$ cat config.mk
export PLATFORM = sky130hd
export DESIGN_NAME = palette_loader
export DESIGN_NICKNAME = d
export VERILOG_FILES = /design/src/rtl/palette_loader.sv
export SDC_FILE = /design/constraint.sdc
export NUM_CORES = 1
export LEC_CHECK = 0
export CAP_MARGIN = 20
export CELL_PAD_IN_SITES_DETAIL_PLACEMENT = 1
export CELL_PAD_IN_SITES_GLOBAL_PLACEMENT = 1
export CORE_MARGIN = 8
export CORE_UTILIZATION = 40
export CTS_CLUSTER_SIZE = 12
export DETAILED_ROUTE_END_ITERATION = 7
export PLACE_DENSITY = 0.77
export SLEW_MARGIN = 10
export SYNTH_ARGS = -nofsm -noshare
export SYNTH_HDL_FRONTEND = slang
export SYNTH_SLANG_ARGS = --single-unit
$ cat constraint.sdc
create_clock -name clk_sys -period 2.6 [get_ports clk_sys]
set_clock_uncertainty 0.1 [all_clocks]
set_input_delay 0.52 -clock clk_sys [delete_from_list [all_inputs] [get_ports clk_sys]]
set_output_delay 0.52 -clock clk_sys [all_outputs]
set_load 0.01 [all_outputs]
$ cat src/rtl/palette_loader.sv
// palette_loader: captures a 16-byte palette from the ioctl download stream.
// A palette that arrived complete is held as pending and made active on the
// next rising edge of vblank, so the core never sees a partial palette.
module palette_loader #(
    parameter logic [7:0]   PAL_INDEX   = 8'd3,
    parameter logic [127:0] DEFAULT_PAL = 128'h00000032cd320000ff00ffff00000000
) (
    input  logic         clk_sys,
    input  logic         reset,
    input  logic         ioctl_download,
    input  logic [7:0]   ioctl_index,
    input  logic         ioctl_wr,
    input  logic [15:0]  ioctl_addr,
    input  logic [7:0]   ioctl_data,
    input  logic         vblank,
    output logic [127:0] palette,
    output logic         pal_busy,
    output logic         pal_pending,
    output logic         pal_error,
    output logic         pal_loaded
);

    typedef enum logic [1:0] {
        IDLE    = 2'd0,
        LOAD    = 2'd1,
        PENDING = 2'd2
    } state_t;

    state_t         state;
    logic [127:0]   staging;
    logic [15:0]    mask;
    logic [15:0]    mask_nxt;
    logic           sel_q;
    logic           vblank_q;

    logic sel;
    logic sel_rise;
    logic sel_fall;
    logic vb_rise;
    logic accept;
    logic start;

    assign sel      = ioctl_download & (ioctl_index == PAL_INDEX);
    assign sel_rise = sel & ~sel_q;
    assign sel_fall = ~sel & sel_q;
    assign vb_rise  = vblank & ~vblank_q;
    assign accept   = sel & ioctl_wr & (ioctl_addr < 16'd16);
    // A new download begins from IDLE or replaces a pending palette.
    assign start    = sel_rise & (state != LOAD);

    // Next written-mask: cleared on a new download, then the accepted byte
    // (possibly in the same cycle) marks its slot.
    always_comb begin
        mask_nxt = start ? 16'h0000 : mask;
        if (accept)
            mask_nxt[ioctl_addr[3:0]] = 1'b1;
    end

    // Edge-detect history, staging bytes and written mask.
    always_ff @(posedge clk_sys) begin
        if (reset) begin
            sel_q    <= 1'b0;
            vblank_q <= 1'b0;
            staging  <= DEFAULT_PAL;
            mask     <= 16'h0000;
        end else begin
            sel_q    <= sel;
            vblank_q <= vblank;
            mask     <= mask_nxt;
            for (int i = 0; i < 16; i++) begin
                if (accept && (ioctl_addr[3:0] == i[3:0]))
                    staging[127-8*i -: 8] <= ioctl_data;
            end
        end
    end

    // Load/commit FSM with registered status flags and active palette.
    always_ff @(posedge clk_sys) begin
        if (reset) begin
            state       <= IDLE;
            palette     <= DEFAULT_PAL;
            pal_busy    <= 1'b0;
            pal_pending <= 1'b0;
            pal_error   <= 1'b0;
            pal_loaded  <= 1'b0;
        end else begin
            case (state)
                IDLE: begin
                    if (sel_rise) begin
                        state       <= LOAD;
                        pal_busy    <= 1'b1;
                        pal_pending <= 1'b0;
                        pal_error   <= 1'b0;
                    end
                end
                LOAD: begin
                    if (sel_fall) begin
                        pal_busy <= 1'b0;
                        if (mask == 16'hFFFF) begin
                            state       <= PENDING;
                            pal_pending <= 1'b1;
                        end else begin
                            state     <= IDLE;
                            pal_error <= 1'b1;
                        end
                    end
                end
                PENDING: begin
                    // A fresh download wins over a coincident vblank edge.
                    if (sel_rise) begin
                        state       <= LOAD;
                        pal_busy    <= 1'b1;
                        pal_pending <= 1'b0;
                        pal_error   <= 1'b0;
                    end else if (vb_rise) begin
                        state       <= IDLE;
                        palette     <= staging;
                        pal_loaded  <= 1'b1;
                        pal_pending <= 1'b0;
                    end
                end
                default: begin
                    state       <= IDLE;
                    pal_busy    <= 1'b0;
                    pal_pending <= 1'b0;
                end
            endcase
        end
    end

endmodule

==> impl_metrics.csv <==
group,metric,value,unit
power_and_ir_drop,fin_total_pwr,8540,uW
clock_network,ctsRootBufferMaster,"sky130_fd_sc_hd__clkbuf_16",
worst_setup_path,timing.critical_path.fanout_max,9,
synth,post_synth_instance_area,10300,um2
global_routing,grt_util_all_layers,18.3,%
floorplan,io-pin-count,169,
worst_setup_path,timing.critical_path.required,2.88,ns
clock_network,clk_latency,0.54,ns
power_and_ir_drop,comb_power_share,2.9,%
synth,synth.mux.area_fraction,9.33,%
synth,syn-num-nets,1165,
synth,count_of_flip_flops_with_a_built_in_enable_after_synthesis,0,
clock_network,cts_max_level,1,
drt,wl_per_cell,18.0,um
floorplan,starting_utilization_of_the_core_area,40.8,%
floorplan,die_area,31100,um2
synth,synthesis.area_per_instance,9.13,um2
synth,synthXorXnorAreaFrac,0,%
drt,route.antenna.remaining_nets,0,
global_routing,grt_max_degree,132,
final_layout,final_net_count,1318,
min_path,hold_class,"reg2reg",
timing,slew_headroom,47.1,%
global_routing,first_global_vias,8698,
synth,yosys-top-cells-count,"sky130_fd_sc_hd__dfxtp_1 (280), sky130_fd_sc_hd__nand2_1 (201), sky130_fd_sc_hd__a21oi_1 (147)",
timing,final_period_minus_worst_setup_slack,2.29,ns
synth,synth_compound_area_share,8.38,%
clock_network,numCtsBuffers,30,
synth,asyncSetResetFlopFracSynth,0,%
synth,netlist_top_cells_area,"sky130_fd_sc_hd__dfxtp_1 (54%), sky130_fd_sc_hd__mux2i_1 (9.3%), sky130_fd_sc_hd__nand2_1 (7.3%)",
clock_network,cts_num_sinks,280,
power_and_ir_drop,power.switching,1820,uW
drt,remaining_drc_errors,0,
drt,iteration_0_drc_count_of_the_detailed_router,401,
timing,finalSetupViolCount,0,
placed_design,pre_cts_slack,-0.219,ns
synth,synth-main-ff-cell,"sky130_fd_sc_hd__dfxtp_1",
drt,dr.pass1.iters,4,
worst_setup_path,worstPathArrival,2.58,ns
synth,post_synth_num_cell_types,39,
timing,setup_ws_post_layout,0.307,ns
synth,postSynthCellCount,1128,
timing,final_slew_violations,0,
timing,grt_setup_unrepaired,"no",
final_layout,area_growth_syn_to_layout,30.1,%
timing,post-route-period-util,88.2,%
final_layout,count_of_placed_standard_cells_in_the_final_layout_fillers_left_out,1630,
final_layout,finish.instance_area,13400,um2
worst_setup_path,critPathCaptureType,"flop",
clock_network,number_of_hold_buffers_added_after_cts,0,
clock_network,number_of_resized_instances_in_the_post_cts_repair_step,0,
worst_setup_path,worstPathCellList,"clkdlybuf4s50_1 > nor4_1 > buf_4 > nand2_1 > or3_1 > or2_1 > mux2i_1",
worst_setup_path,critical_path.slowest_cell,"sky130_fd_sc_hd__or3_1",
timing,final-hold-violation-count,0,
synth,yosysMostFrequentCell,"sky130_fd_sc_hd__dfxtp_1",
synth,synth_sequential_area_ratio,54.4,%
timing,max_clock_freq,436,MHz
drt,via_per_inst,5.12,
drt,total_routed_wirelength,29400,um
placed_design,place_area,12500,um2
worst_setup_path,number_of_cells_traversed_by_the_worst_register_to_register_path,7,
placed_design,detailed_place_hpwl,19500,um
power_and_ir_drop,clock_power_share,46.8,%
power_and_ir_drop,internal_power,6720,uW
timing,worstMarginPinSlew,0.794,ns
placed_design,placed_cells_incl_taps,1579,
clock_network,tritoncts,"built",
synth,synth_area_leader_cell,"sky130_fd_sc_hd__dfxtp_1",
power_and_ir_drop,irDropWorstVdd,0.372,mV
synth,synth_simple_gate_area_share,23.3,%
global_routing,antenna_violations_before_repair,0,
synth,synth_seq_cells,280,
worst_setup_path,timing.setup.critical_path_class,"in2reg",
synth,post_synth_top_area_share,54.4,%
drt,routed-via-count,8345,
global_routing,grt_overflow_total,0,
worst_setup_path,cp-start-kind,"input pin",
synth,synthAdderAreaFrac,0,%
power_and_ir_drop,p_leak,0.00503,uW
clock_network,clkSlewWorstSetupHoldPaths,0.06,ns
synth,synth.yosys.warnings,0,
min_path,worstHoldPathCells,2,
worst_setup_path,slowest_delay,0.42,ns
global_routing,wire_length_of_the_first_global_routing_pass,46600,um
power_and_ir_drop,power-per-cell-area,637,nW/um2
clock_network,maximum_clock_insertion_buffer_count,3,
power_and_ir_drop,switching_share,21.3,%
final_layout,layout-drive-gt1-share,7.85,%
clock_network,cts_setup_buffers,0,
placed_design,io_buffer_count,168,
floorplan,die-width,176,um
floorplan,floorplan.rows,58,
timing,setup_tns,0,ns
power_and_ir_drop,power.share.sequential,50.3,%
run_status,outcome,"finished, final reports clean",
floorplan,fp.dieH,176,um
synth,synth_top_family_by_area,"simple AND/OR/NAND/NOR gates",
flow_run,max_cap_viol_count,0,
floorplan,core_region_area,25300,um2
placed_design,globalplace.congestion,0.774,
power groups by stage:
stage / Clock [uW] / Sequential (uW) / Combinational [uW]
floorplan: 0 / 4390 / 122
global placement: 0 / 4390 / 250
detailed placement: 0 / 4390 / 251
CTS: 4060 / 4290 / 252
global route: 4230 / 4290 / 266
finish: 3990 / 4290 / 250
layout make-up:
type                            instances  area (um2)
Antenna cell                            1        2.50
Clock buffer                           47         896
Clock inverter                          3        15.0
Fill cell                            2864       11900
Inverter                                3        11.3
Multi-Input combinational cell        752        4240
Sequential cell                       280        5610
Tap cell                              330         413
Timing Repair Buffer                  214        2220
cell usage in the layout, fill, tap and decap left out, types with 2 or more instances in the layout:
cell	instances
sky130_fd_sc_hd__clkbuf_8	7
sky130_fd_sc_hd__clkbuf_16	31
sky130_fd_sc_hd__inv_1	3
sky130_fd_sc_hd__nor4_1	3
sky130_fd_sc_hd__nand4_1	5
sky130_fd_sc_hd__o21ai_0	10
sky130_fd_sc_hd__or3_4	2
sky130_fd_sc_hd__nor2_1	54
sky130_fd_sc_hd__or3_1	4
sky130_fd_sc_hd__dfxtp_1	280
sky130_fd_sc_hd__buf_12	15
sky130_fd_sc_hd__clkinv_2	3
sky130_fd_sc_hd__clkbuf_1	10
sky130_fd_sc_hd__nor4_4	2
sky130_fd_sc_hd__nand2b_1	97
sky130_fd_sc_hd__nand3_1	2
sky130_fd_sc_hd__nand3b_1	9
sky130_fd_sc_hd__nor3_1	87
sky130_fd_sc_hd__a21oi_1	147
sky130_fd_sc_hd__buf_4	31
sky130_fd_sc_hd__mux2i_1	96
sky130_fd_sc_hd__clkdlybuf4s50_1	167
sky130_fd_sc_hd__nor2b_1	2
sky130_fd_sc_hd__nor3_2	3
sky130_fd_sc_hd__or2_1	11
sky130_fd_sc_hd__nor3b_1	2
sky130_fd_sc_hd__nand2_1	201
cell families (layout without fill, tap and decap cells):
family / count (synthesis) / count (layout)
AND/OR/NAND/NOR: 490 / 490
flip-flops: 280 / 280
AO/OA/AOI/OAI: 166 / 166
multiplexers: 96 / 96
buffers and inverters: 96 / 267
other: 0 / 1
state kept, by name (all words and copies together), names as in the netlist:
name         count
palette        128
pal_error        1
pal_loaded       1
vblank_q         1
state            2
sel_q            1
staging        128
mask            16
pal_pending      1
pal_busy         1
final timing paths:
kind,startpoint,end,slack (ns)
max reg2reg,vblank_q$_SDFF_PP0_,palette[11]$_SDFFE_PP0P_,0.83
max,ioctl_addr[6],staging[117]$_SDFFE_PP0P_,0.31
min,staging[73]$_SDFFE_PP0P_,palette[73]$_SDFFE_PP0P_,0.35
min reg2reg,staging[73]$_SDFFE_PP0P_,palette[73]$_SDFFE_PP0P_,0.35
critical path, delay by kind of cell:
kind,cells,cell delay [ns]
buf+inv,2,0.58
simple gates,4,1.30
mux,1,0.19
stage by stage:
step | hold WS, ns | util, %
after detailed placement | 0.345 | 49.5
after CTS | 0.347 | 53.1
after global routing | 0.366 | 53.1
after floorplan | 0.332 | -
final | 0.353 | 53.1
after global placement | 0.339 | 49.5
per-layer routing:
layer | GRT usage, % | vias to the layer above | wire length (um)
met4 | 3.64 | 0 | 349
met2 | 31.6 | 167 | 13800
met3 | 3.74 | 24 | 1650
met1 | 23.2 | 4090 | 13600
li1 | - | 4064 | -
met5 | 0 | - | 0
No activity file was read; power rests on OpenSTA's default activity.
